===== src/rtl/jogador_automatico.sv =====
// jogador_automatico: captures LED patterns shown by the game and replays them as timed key presses.
// Rev 1.0
`default_nettype none

module jogador_automatico #(
   parameter int unsigned T_PRESS = 4,
   parameter int unsigned T_GAP   = 4
) (
   input  logic       clock,
   input  logic       reset,
   input  logic [3:0] leds,
   input  logic       limpa,
   input  logic       jogar,
   output logic [3:0] chaves,
   output logic       ocupado,
   output logic       pronto,
   output logic       overflow,
   output logic [1:0] db_estado,
   output logic [4:0] db_quantidade
);

   typedef enum logic [1:0] {
      CAPTURA   = 2'd0,
      PRESSIONA = 2'd1,
      SOLTA     = 2'd2,
      FIM       = 2'd3
   } state_t;

   localparam logic [7:0] C_PRESS_RELOAD = 8'(T_PRESS - 1);
   localparam logic [7:0] C_GAP_RELOAD   = 8'(T_GAP - 1);
   localparam logic [4:0] C_DEPTH        = 5'd16;

   state_t     state_q,     state_d;
   logic [4:0] wr_ptr_q,    wr_ptr_d;
   logic [4:0] rd_ptr_q,    rd_ptr_d;
   logic [7:0] timer_q,     timer_d;
   logic [3:0] leds_prev_q, leds_prev_d;
   logic [3:0] chaves_q,    chaves_d;
   logic       ocupado_q,   ocupado_d;
   logic       pronto_q,    pronto_d;
   logic       overflow_q,  overflow_d;

   logic [3:0] buf_mem [16];
   logic       buf_we;
   logic       capture;
   logic [4:0] rd_next;

   always_comb begin
      state_d     = state_q;
      wr_ptr_d    = wr_ptr_q;
      rd_ptr_d    = rd_ptr_q;
      timer_d     = timer_q;
      chaves_d    = chaves_q;
      pronto_d    = 1'b0;
      overflow_d  = overflow_q;
      leds_prev_d = leds;
      buf_we      = 1'b0;
      rd_next     = rd_ptr_q + 5'd1;
      capture     = (leds != 4'd0) && (leds_prev_q == 4'd0);

      if (limpa) begin
         state_d    = CAPTURA;
         wr_ptr_d   = 5'd0;
         rd_ptr_d   = 5'd0;
         timer_d    = 8'd0;
         chaves_d   = 4'd0;
         overflow_d = 1'b0;
      end else begin
         case (state_q)
            CAPTURA: begin
               // jogar beats a simultaneous capture event
               if (jogar) begin
                  rd_ptr_d = 5'd0;
                  if (wr_ptr_q != 5'd0) begin
                     state_d  = PRESSIONA;
                     chaves_d = buf_mem[0];
                     timer_d  = C_PRESS_RELOAD;
                  end else begin
                     state_d  = FIM;
                     chaves_d = 4'd0;
                     pronto_d = 1'b1;
                     timer_d  = 8'd0;
                  end
               end else if (capture) begin
                  if (wr_ptr_q < C_DEPTH) begin
                     buf_we   = 1'b1;
                     wr_ptr_d = wr_ptr_q + 5'd1;
                  end else begin
                     overflow_d = 1'b1;
                  end
               end
            end
            PRESSIONA: begin
               if (timer_q == 8'd0) begin
                  state_d  = SOLTA;
                  chaves_d = 4'd0;
                  timer_d  = C_GAP_RELOAD;
               end else begin
                  timer_d = timer_q - 8'd1;
               end
            end
            SOLTA: begin
               if (timer_q == 8'd0) begin
                  rd_ptr_d = rd_next;
                  if (rd_next < wr_ptr_q) begin
                     state_d  = PRESSIONA;
                     chaves_d = buf_mem[rd_next[3:0]];
                     timer_d  = C_PRESS_RELOAD;
                  end else begin
                     state_d  = FIM;
                     chaves_d = 4'd0;
                     pronto_d = 1'b1;
                     timer_d  = 8'd0;
                  end
               end else begin
                  timer_d = timer_q - 8'd1;
               end
            end
            FIM: begin
               // The game shows the whole sequence again next round
               state_d  = CAPTURA;
               wr_ptr_d = 5'd0;
               rd_ptr_d = 5'd0;
               timer_d  = 8'd0;
               chaves_d = 4'd0;
            end
            default: begin
               state_d  = CAPTURA;
               chaves_d = 4'd0;
               timer_d  = 8'd0;
            end
         endcase
      end

      ocupado_d = (state_d == PRESSIONA) || (state_d == SOLTA);
   end

   always_ff @(posedge clock or negedge reset) begin
      if (!reset) begin
         state_q     <= CAPTURA;
         wr_ptr_q    <= 5'd0;
         rd_ptr_q    <= 5'd0;
         timer_q     <= 8'd0;
         leds_prev_q <= 4'd0;
         chaves_q    <= 4'd0;
         ocupado_q   <= 1'b0;
         pronto_q    <= 1'b0;
         overflow_q  <= 1'b0;
      end else begin
         state_q     <= state_d;
         wr_ptr_q    <= wr_ptr_d;
         rd_ptr_q    <= rd_ptr_d;
         timer_q     <= timer_d;
         leds_prev_q <= leds_prev_d;
         chaves_q    <= chaves_d;
         ocupado_q   <= ocupado_d;
         pronto_q    <= pronto_d;
         overflow_q  <= overflow_d;
      end
   end

   // Storage needs no reset: entries at or above wr_ptr are never read
   always_ff @(posedge clock) begin
      if (buf_we) begin
         buf_mem[wr_ptr_q[3:0]] <= leds;
      end
   end

   assign chaves        = chaves_q;
   assign ocupado       = ocupado_q;
   assign pronto        = pronto_q;
   assign overflow      = overflow_q;
   assign db_estado     = state_q;
   assign db_quantidade = wr_ptr_q;

endmodule

`default_nettype wire

===== config.mk =====
export PLATFORM = sky130hd
export DESIGN_NAME = jogador_automatico
export DESIGN_NICKNAME = d
export VERILOG_FILES = /design/src/rtl/jogador_automatico.sv
export SDC_FILE = /design/constraint.sdc
export NUM_CORES = 1
export LEC_CHECK = 0
export ABC_AREA = 1
export CAP_MARGIN = 0
export CORE_UTILIZATION = 40
export DETAILED_ROUTE_END_ITERATION = 12
export HOLD_SLACK_MARGIN = 0.02
export PLACE_DENSITY_LB_ADDON = 0.15
export SETUP_SLACK_MARGIN = 0.5
export SYNTH_ARGS = -nofsm -noshare
export SYNTH_HDL_FRONTEND = slang
export SYNTH_SLANG_ARGS = --single-unit

===== constraint.sdc =====
create_clock -name clock -period 5.8 [get_ports clock]
set_input_delay 1.16 -clock clock [delete_from_list [all_inputs] [get_ports clock]]
set_output_delay 1.16 -clock clock [all_outputs]
set_load 0.02 [all_outputs]

==> Implementation_results.wiki, run 1 <==
{| class="wikitable"
! Metric !! Value
|-
| Portion of the post-synthesis area used by sequential elements || 59.31%
|-
| Number of antenna violations at the first check in global routing || 0
|-
| GP Congestion || 0.7878
|-
| P_leak || 2.101 nW
|-
| DRC marker count from the first detailed-route iteration || 239
|-
| Syn Area/Cell || 9.802 um2
|-
| Maximum resistive drop on vdd || 201.8 uV
|-
| Count of fill cells added during filler insertion || 1,030
|-
| List of most frequent post-synthesis cells || 137 x sky130_fd_sc_hd__nand2_1, 75 x sky130_fd_sc_hd__nand3_1, 64 x sky130_fd_sc_hd__edfxtp_1, 50 x sky130_fd_sc_hd__nor2_1, 31 x sky130_fd_sc_hd__dfrtp_1
|-
| Clock-pin slew of the registers on the worst-case setup and hold paths || 0.07 ns
|-
| Clock latency on the worst-skew pair || 0.35 ns
|-
| Number of global-route vias before repair || 3,082
|-
| Fin Clk Skew || 0.009259 ns
|-
| Worst Slack Setup Final || 2.595 ns
|-
| Average routed wire per standard cell || 16.14 um
|-
| Synthesis Warnings || 0
|-
| Max Fclk || 312.0 MHz
|-
| Number of nets in the layout || 508
|-
| Time the worst path needs with I/O delays and setup || 3.205 ns
|-
| Most common cell in the synthesized netlist || sky130_fd_sc_hd__nand2_1
|-
| Total number of H-tree levels || 3
|-
| Count of pins on the block boundary || 22
|-
| Combined global-route utilization of all metal layers || 18.90%
|-
| Worst Setup Path Type || primary input to flip-flop
|-
| Final setup TNS || 0 ns
|-
| Smallest hold slack || 0.4817 ns
|-
| Hold Buf Count CTS || 0
|-
| Post-cts repair resize count || 0
|-
| Category of the worst setup path launch point || primary input
|-
| Cell taking the most area after synthesis || sky130_fd_sc_hd__edfxtp_1
|-
| Die area || 11,800 um2
|-
| Setup slack at placement || 2.241 ns
|-
| # DRC || 0
|-
| Sink count of the clock tree || 95
|-
| Die Span X || 108.6 um
|-
| Die height || 108.6 um
|-
| CP required || 5.81 ns
|-
| Critical register-to-register path startpoint || rd_ptr_q[0]
|-
| Sum of overflow across all layers after global routing || 0
|-
| Port Buf Inserts || 21
|-
| Setup repair bufs after CTS || 0
|-
| Worst rel slew slack || 50.59%
|-
| Fraction of final layout cells sized beyond drive strength 1 || 8.758%
|-
| Half-perimeter wire length after placement || 7118 um
|-
| Mean number of vias per cell || 5.087
|-
| Max-cap violations || 0
|-
| Drt first pass iters || 4
|-
| Outcome || completed
|-
| Post-route fraction of the period consumed by the critical path || 55.26%
|-
| Cell count after placement || 615
|-
| Number of enable-type register cells in the synthesized netlist || 64
|-
| Endpoint arrival time on the critical path || 3.21 ns
|-
| Slowest stage delay, CP || 0.95 ns
|-
| Worst Max-Slew Pin Slew || 0.7389 ns
|-
| Synth area leaders || sky130_fd_sc_hd__edfxtp_1 42%, sky130_fd_sc_hd__dfrtp_1 17%, sky130_fd_sc_hd__nand2_1 11%
|-
| CTS root buffer || sky130_fd_sc_hd__clkbuf_16
|-
| Number of endpoints with negative hold slack in the final report || 0
|-
| Pwr dens || 427.0 nW/um2
|-
| Net count after synthesis || 486
|-
| Cell count after synthesis || 464
|-
| Routed wire length || 10,180 um
|-
| Crit path cell chain || clkdlybuf4s50_1 > nor2_1 > nand2_1 > nand3_1 > nor3_4 > nand2_2 > nor2_1
|-
| Cell at the slowest stage of the critical path || sky130_fd_sc_hd__clkdlybuf4s50_1
|-
| Clock tree from TritonCTS || done
|-
| Number of core rows || 38
|-
| Area of the placeable core || 10,940 um2
|-
| Number of non-filler instances in the completed layout || 631
|-
| Post-synthesis cell area || 4548 um2
|-
| Post-synth cell types || 33
|-
| Initial Util || 41.59%
|-
| Number of diodes || 0
|-
| # setup viols final || 0
|-
| Crit path top cell by count || sky130_fd_sc_hd__nor2_1
|-
| Post-synthesis register bit count || 95
|-
| Count of final max-slew check failures || 0
|-
| Hold/Removal Path Class || flip-flop to flip-flop
|-
| Count of nets left with antenna violations after detail routing || 0
|-
| Capturing element type of the critical path || flip-flop
|-
| Number of clock buffers inserted by TritonCTS || 9
|-
| Largest net degree at the start of global routing || 37
|-
| Total via count in the routed design || 3,210
|-
| Synth-to-layout area growth || 13.34%
|-
| Top_reg_cell synth || sky130_fd_sc_hd__edfxtp_1
|-
| Maximum root-to-sink buffer count || 2
|-
| Wire length of the first global-routing pass || 16,280 um
|-
| RSZ-0062 raised after global routing || false
|-
| Asr flop ratio synth || 32.63%
|-
| Hold path startpoint || chaves[1]
|-
| Setup crit start || leds[3]
|-
| Crit-path max FO || 18
|-
| Util after Layout || 47.14%
|-
| Proportion of netlist area held by the largest area contributor || 42.26%
|}
## state kept, by name, indices dropped and copies added, names as in the netlist
register	flops
buf_mem	64
pronto	1
overflow	1
db_quantidade	5
leds_prev_q	4
db_estado	2
timer_q	8
rd_ptr_q	5
chaves	4
ocupado	1
## per-stage QoR
stage	instance area, um2	total power [mW]
4_1_cts	5155	2.216
6_report	5155	2.201
5_1_grt	5155	2.344
3_5_place_dp	4878	1.655
2_1_floorplan	4548	1.453
3_3_place_gp	4878	1.650
## cell usage in the layout, fill, tap and decap left out, drive strengths merged, types with 8 or more instances in the layout
cell	n
dfrtp	31
o21ai	8
nor2	53
nand2	143
nand3	77
clkdlybuf4s50	21
ha	14
inv	34
edfxtp	64
clkbuf	10
## path summary, 6_finish.rpt
| check | end | slack, ns | cells after the start |
|---|---|---|---|
| max | buf_mem[2][1] | 2.59 | 7 |
| min in group asynchronous | timer_q[6] | 1.20 | 2 |
| max in group asynchronous | leds_prev_q[0] | 4.31 | 2 |
| min | chaves[1] | 0.48 | 2 |
| min reg2reg | chaves[1] | 0.48 | 2 |
| max reg2reg | chaves[0] | 3.05 | 17 |
## critical path, delay by kind of cell
| kind | cells | cell delay [ns] |
|---|---|---|
| AND/OR/NAND/NOR | 6 | 1.10 |
| buffers and inverters | 1 | 0.95 |
## cell families after synthesis
kind of cell | synth area share [%]
AND/OR/NAND/NOR | 27.98
flip-flops | 59.31
buffers and inverters | 4.182
AO/OA/AOI/OAI | 2.586
adder cells (fa/ha/maj) | 3.851
XOR/XNOR | 2.091
## power breakdown
part / switching [mW] / internal, mW / total, mW
Clock: 0.258 / 0.296 / 0.554
Combinational: 0.552 / 0.283 / 0.835
Sequential: 0.0391 / 0.774 / 0.813
Total: 0.848 / 1.35 / 2.20
## layout make-up
class / instances / area (um2) / area share (%)
well taps: 140 / 175.2 / 3.398
inverters: 30 / 112.6 / 2.184
clock inverters: 6 / 47.55 / 0.9223
clock buffers: 10 / 229.0 / 4.442
multi-input cells: 326 / 1660 / 32.21
repair buffers: 24 / 232.7 / 4.515
flip-flops and latches: 95 / 2698 / 52.33
## per-layer routing
layer	global-route usage, %	wire [um]
met4	8.784	207
met1	27.82	5183
met3	3.288	346
met5	0	0
met2	27.08	4446
Note: power is estimated with default switching activity, not from simulation.
==> run 2: changes to the inputs <==
==> constraint.sdc (replaced) <==
create_clock -name clock -period 3.1 [get_ports clock]
set_input_delay 0.62 -clock clock [delete_from_list [all_inputs] [get_ports clock]]
set_output_delay 0.62 -clock clock [all_outputs]
set_load 0.02 [all_outputs]
==> run 2 against run 1 <==
Cell count is 0.63% higher; die area stayed put; largest cell class unchanged; count of clock-buffer cells in the layout stayed put; clock power is 110% higher; critical endpoint is now buf_mem[12][0]; first-iteration DRC count is 2.1% lower; via count is 0.12% lower; hold slack better by 0.019 ns; highest routed layer unchanged; routed wire length is 0.90% lower.
==> Implementation_results.wiki, run 2 (synthesis gave the netlist of run 1 again) <==
{| class="wikitable"
! Metric !! Value
|-
| Smallest hold slack || 0.5002 ns
|-
| Clock tree from TritonCTS || done
|-
| Port Buf Inserts || 21
|-
| Worst rel slew slack || 65.21%
|-
| Cell at the slowest stage of the critical path || sky130_fd_sc_hd__clkdlybuf4s50_1
|-
| Die Span X || 108.6 um
|-
| Number of clock buffers inserted by TritonCTS || 9
|-
| Number of endpoints with negative hold slack in the final report || 0
|-
| Crit-path max FO || 10
|-
| Max-cap violations || 0
|-
| Average routed wire per standard cell || 15.89 um
|-
| Die height || 108.6 um
|-
| Endpoint arrival time on the critical path || 2.41 ns
|-
| Number of nets in the layout || 512
|-
| Routed wire length || 10,090 um
|-
| # setup viols final || 0
|-
| Number of non-filler instances in the completed layout || 635
|-
| Half-perimeter wire length after placement || 7251 um
|-
| Mean number of vias per cell || 5.049
|-
| Outcome || completed
|-
| Clock latency on the worst-skew pair || 0.35 ns
|-
| Synth-to-layout area growth || 14.83%
|-
| Count of final max-slew check failures || 0
|-
| Number of diodes || 0
|-
| Maximum root-to-sink buffer count || 2
|-
| Pwr dens || 808.3 nW/um2
|-
| Worst Setup Path Type || primary input to flip-flop
|-
| Design Power || 4.221 mW
|-
| Number of antenna violations at the first check in global routing || 0
|-
| Total number of H-tree levels || 3
|-
| Relative contribution of combinational cells to total power || 36.9%
|-
| Worst Max-Slew Pin Slew || 0.5211 ns
|-
| Cell count after placement || 619
|-
| Wire length of the first global-routing pass || 16,570 um
|-
| Clock share of power || 26.9%
|-
| Count of nets left with antenna violations after detail routing || 0
|-
| Total via count in the routed design || 3,206
|-
| Switching component of the power || 1.584 mW
|-
| P_leak || 2.131 nW
|-
| CTS root buffer || sky130_fd_sc_hd__clkbuf_16
|-
| Initial Util || 41.59%
|-
| Number of global-route vias before repair || 3,157
|-
| Clock-pin slew of the registers on the worst-case setup and hold paths || 0.07 ns
|-
| Number of core rows || 38
|-
| Count of fill cells added during filler insertion || 1,008
|-
| Sink count of the clock tree || 95
|-
| Largest net degree at the start of global routing || 35
|-
| Sum of overflow across all layers after global routing || 0
|-
| Power Internal || 2.637 mW
|-
| CP required || 3.11 ns
|-
| RSZ-0062 raised after global routing || false
|-
| Drt first pass iters || 5
|-
| Maximum resistive drop on vdd || 383.0 uV
|-
| Post-route fraction of the period consumed by the critical path || 77.49%
|-
| Hold Buf Count CTS || 0
|-
| Flop pwr share || 36.1%
|-
| Fraction of final layout cells sized beyond drive strength 1 || 9.899%
|-
| Slowest stage delay, CP || 0.57 ns
|-
| DRC marker count from the first detailed-route iteration || 234
|-
| Switching portion of total power || 37.53%
|-
| Time the worst path needs with I/O delays and setup || 2.402 ns
|-
| Fin Clk Skew || 0.006034 ns
|-
| Capturing element type of the critical path || flip-flop
|-
| Highest-count cells in the layout ignoring fill and taps || 137 x sky130_fd_sc_hd__nand2_1, 75 x sky130_fd_sc_hd__nand3_1, 64 x sky130_fd_sc_hd__edfxtp_1
|-
| Final setup TNS || 0 ns
|-
| Count of pins on the block boundary || 22
|-
| Hold/Removal Path Class || flip-flop to flip-flop
|-
| Max FFs per register || 64
|-
| Max Fclk || 416.3 MHz
|-
| Most common cell after layout, fill and taps aside || sky130_fd_sc_hd__nand2_1
|-
| Combined global-route utilization of all metal layers || 19.07%
|-
| GP Congestion || 0.8423
|-
| Util after Layout || 47.76%
|-
| Category of the worst setup path launch point || primary input
|-
| Die area || 11,800 um2
|-
| # DRC || 0
|-
| Area of the placeable core || 10,940 um2
|-
| Crit path cell chain || clkdlybuf4s50_1 > inv_2 > nand2_4 > nor3_4 > nand2_2 > nor2_1
|}
==> run 2: routing by layer <==
| layer | routed length [um] | track usage [%] | part of all wire, % | vias to the layer above |
|---|---|---|---|---|
| met5 | 0 | 0 | 0 | - |
| met4 | 140 | 7.722 | 1.4 | 0 |
| met3 | 571 | 3.766 | 5.7 | 13 |
| met2 | 4605 | 29.02 | 46 | 94 |
| met1 | 4775 | 26.74 | 47 | 1497 |
| li1 | - | - | - | 1602 |
==> run 2: worst paths after layout <==
kind                               from               end  slack [ns]  cells after the start
setup / recovery                  limpa    buf_mem[12][0]        0.70                      6
hold / removal                chaves[1]         chaves[1]        0.50                      2
setup reg to reg           db_estado[1]    buf_mem[12][0]        0.71                      8
hold reg to reg               chaves[1]         chaves[1]        0.50                      2
max in group asynchronous         reset  db_quantidade[0]        2.14                      2
min in group asynchronous         reset        timer_q[2]        0.67                      2
==> run 2: metrics by stage <==
stage	instance area, um2	setup WS [ns]
finish	5223	0.6977
global route	5223	0.5009
CTS	5215	0.6081
detailed placement	4908	0.3178
global placement	4908	0.4229
floorplan	4548	1.089
==> run 2: area by class of cell <==
type                       count  area, um2  area share (%)
clock buffer                  10      239.0           4.576
clock inverter                 6      67.56           1.294
inverter                      30      112.6           2.156
multi-input combinational    326       1668           31.94
sequential                    95       2698           51.65
tap                          140      175.2           3.354
timing repair buffer          28      262.8           5.031
==> run 2: power by group through the flow <==
stage / logic [mW] / registers (mW) / clock network (mW)
6_report: 1.56 / 1.53 / 1.14
3_3_place_gp: 1.56 / 1.55 / 0
4_1_cts: 1.56 / 1.53 / 1.16
3_5_place_dp: 1.56 / 1.55 / 0
2_1_floorplan: 1.13 / 1.59 / 0
5_1_grt: 1.78 / 1.54 / 1.19
==> run 2: critical path: cells and delay by family <==
kind                   cells  cell delay, ns
AND/OR/NAND/NOR            4            0.97
buffers and inverters      2            0.81
==> run 2: timing repair <==
item | in CTS | in global routing
buffers inserted | 0 | 0
gates resized for setup | 0 | 2
setup endpoints to repair | 0 | 4
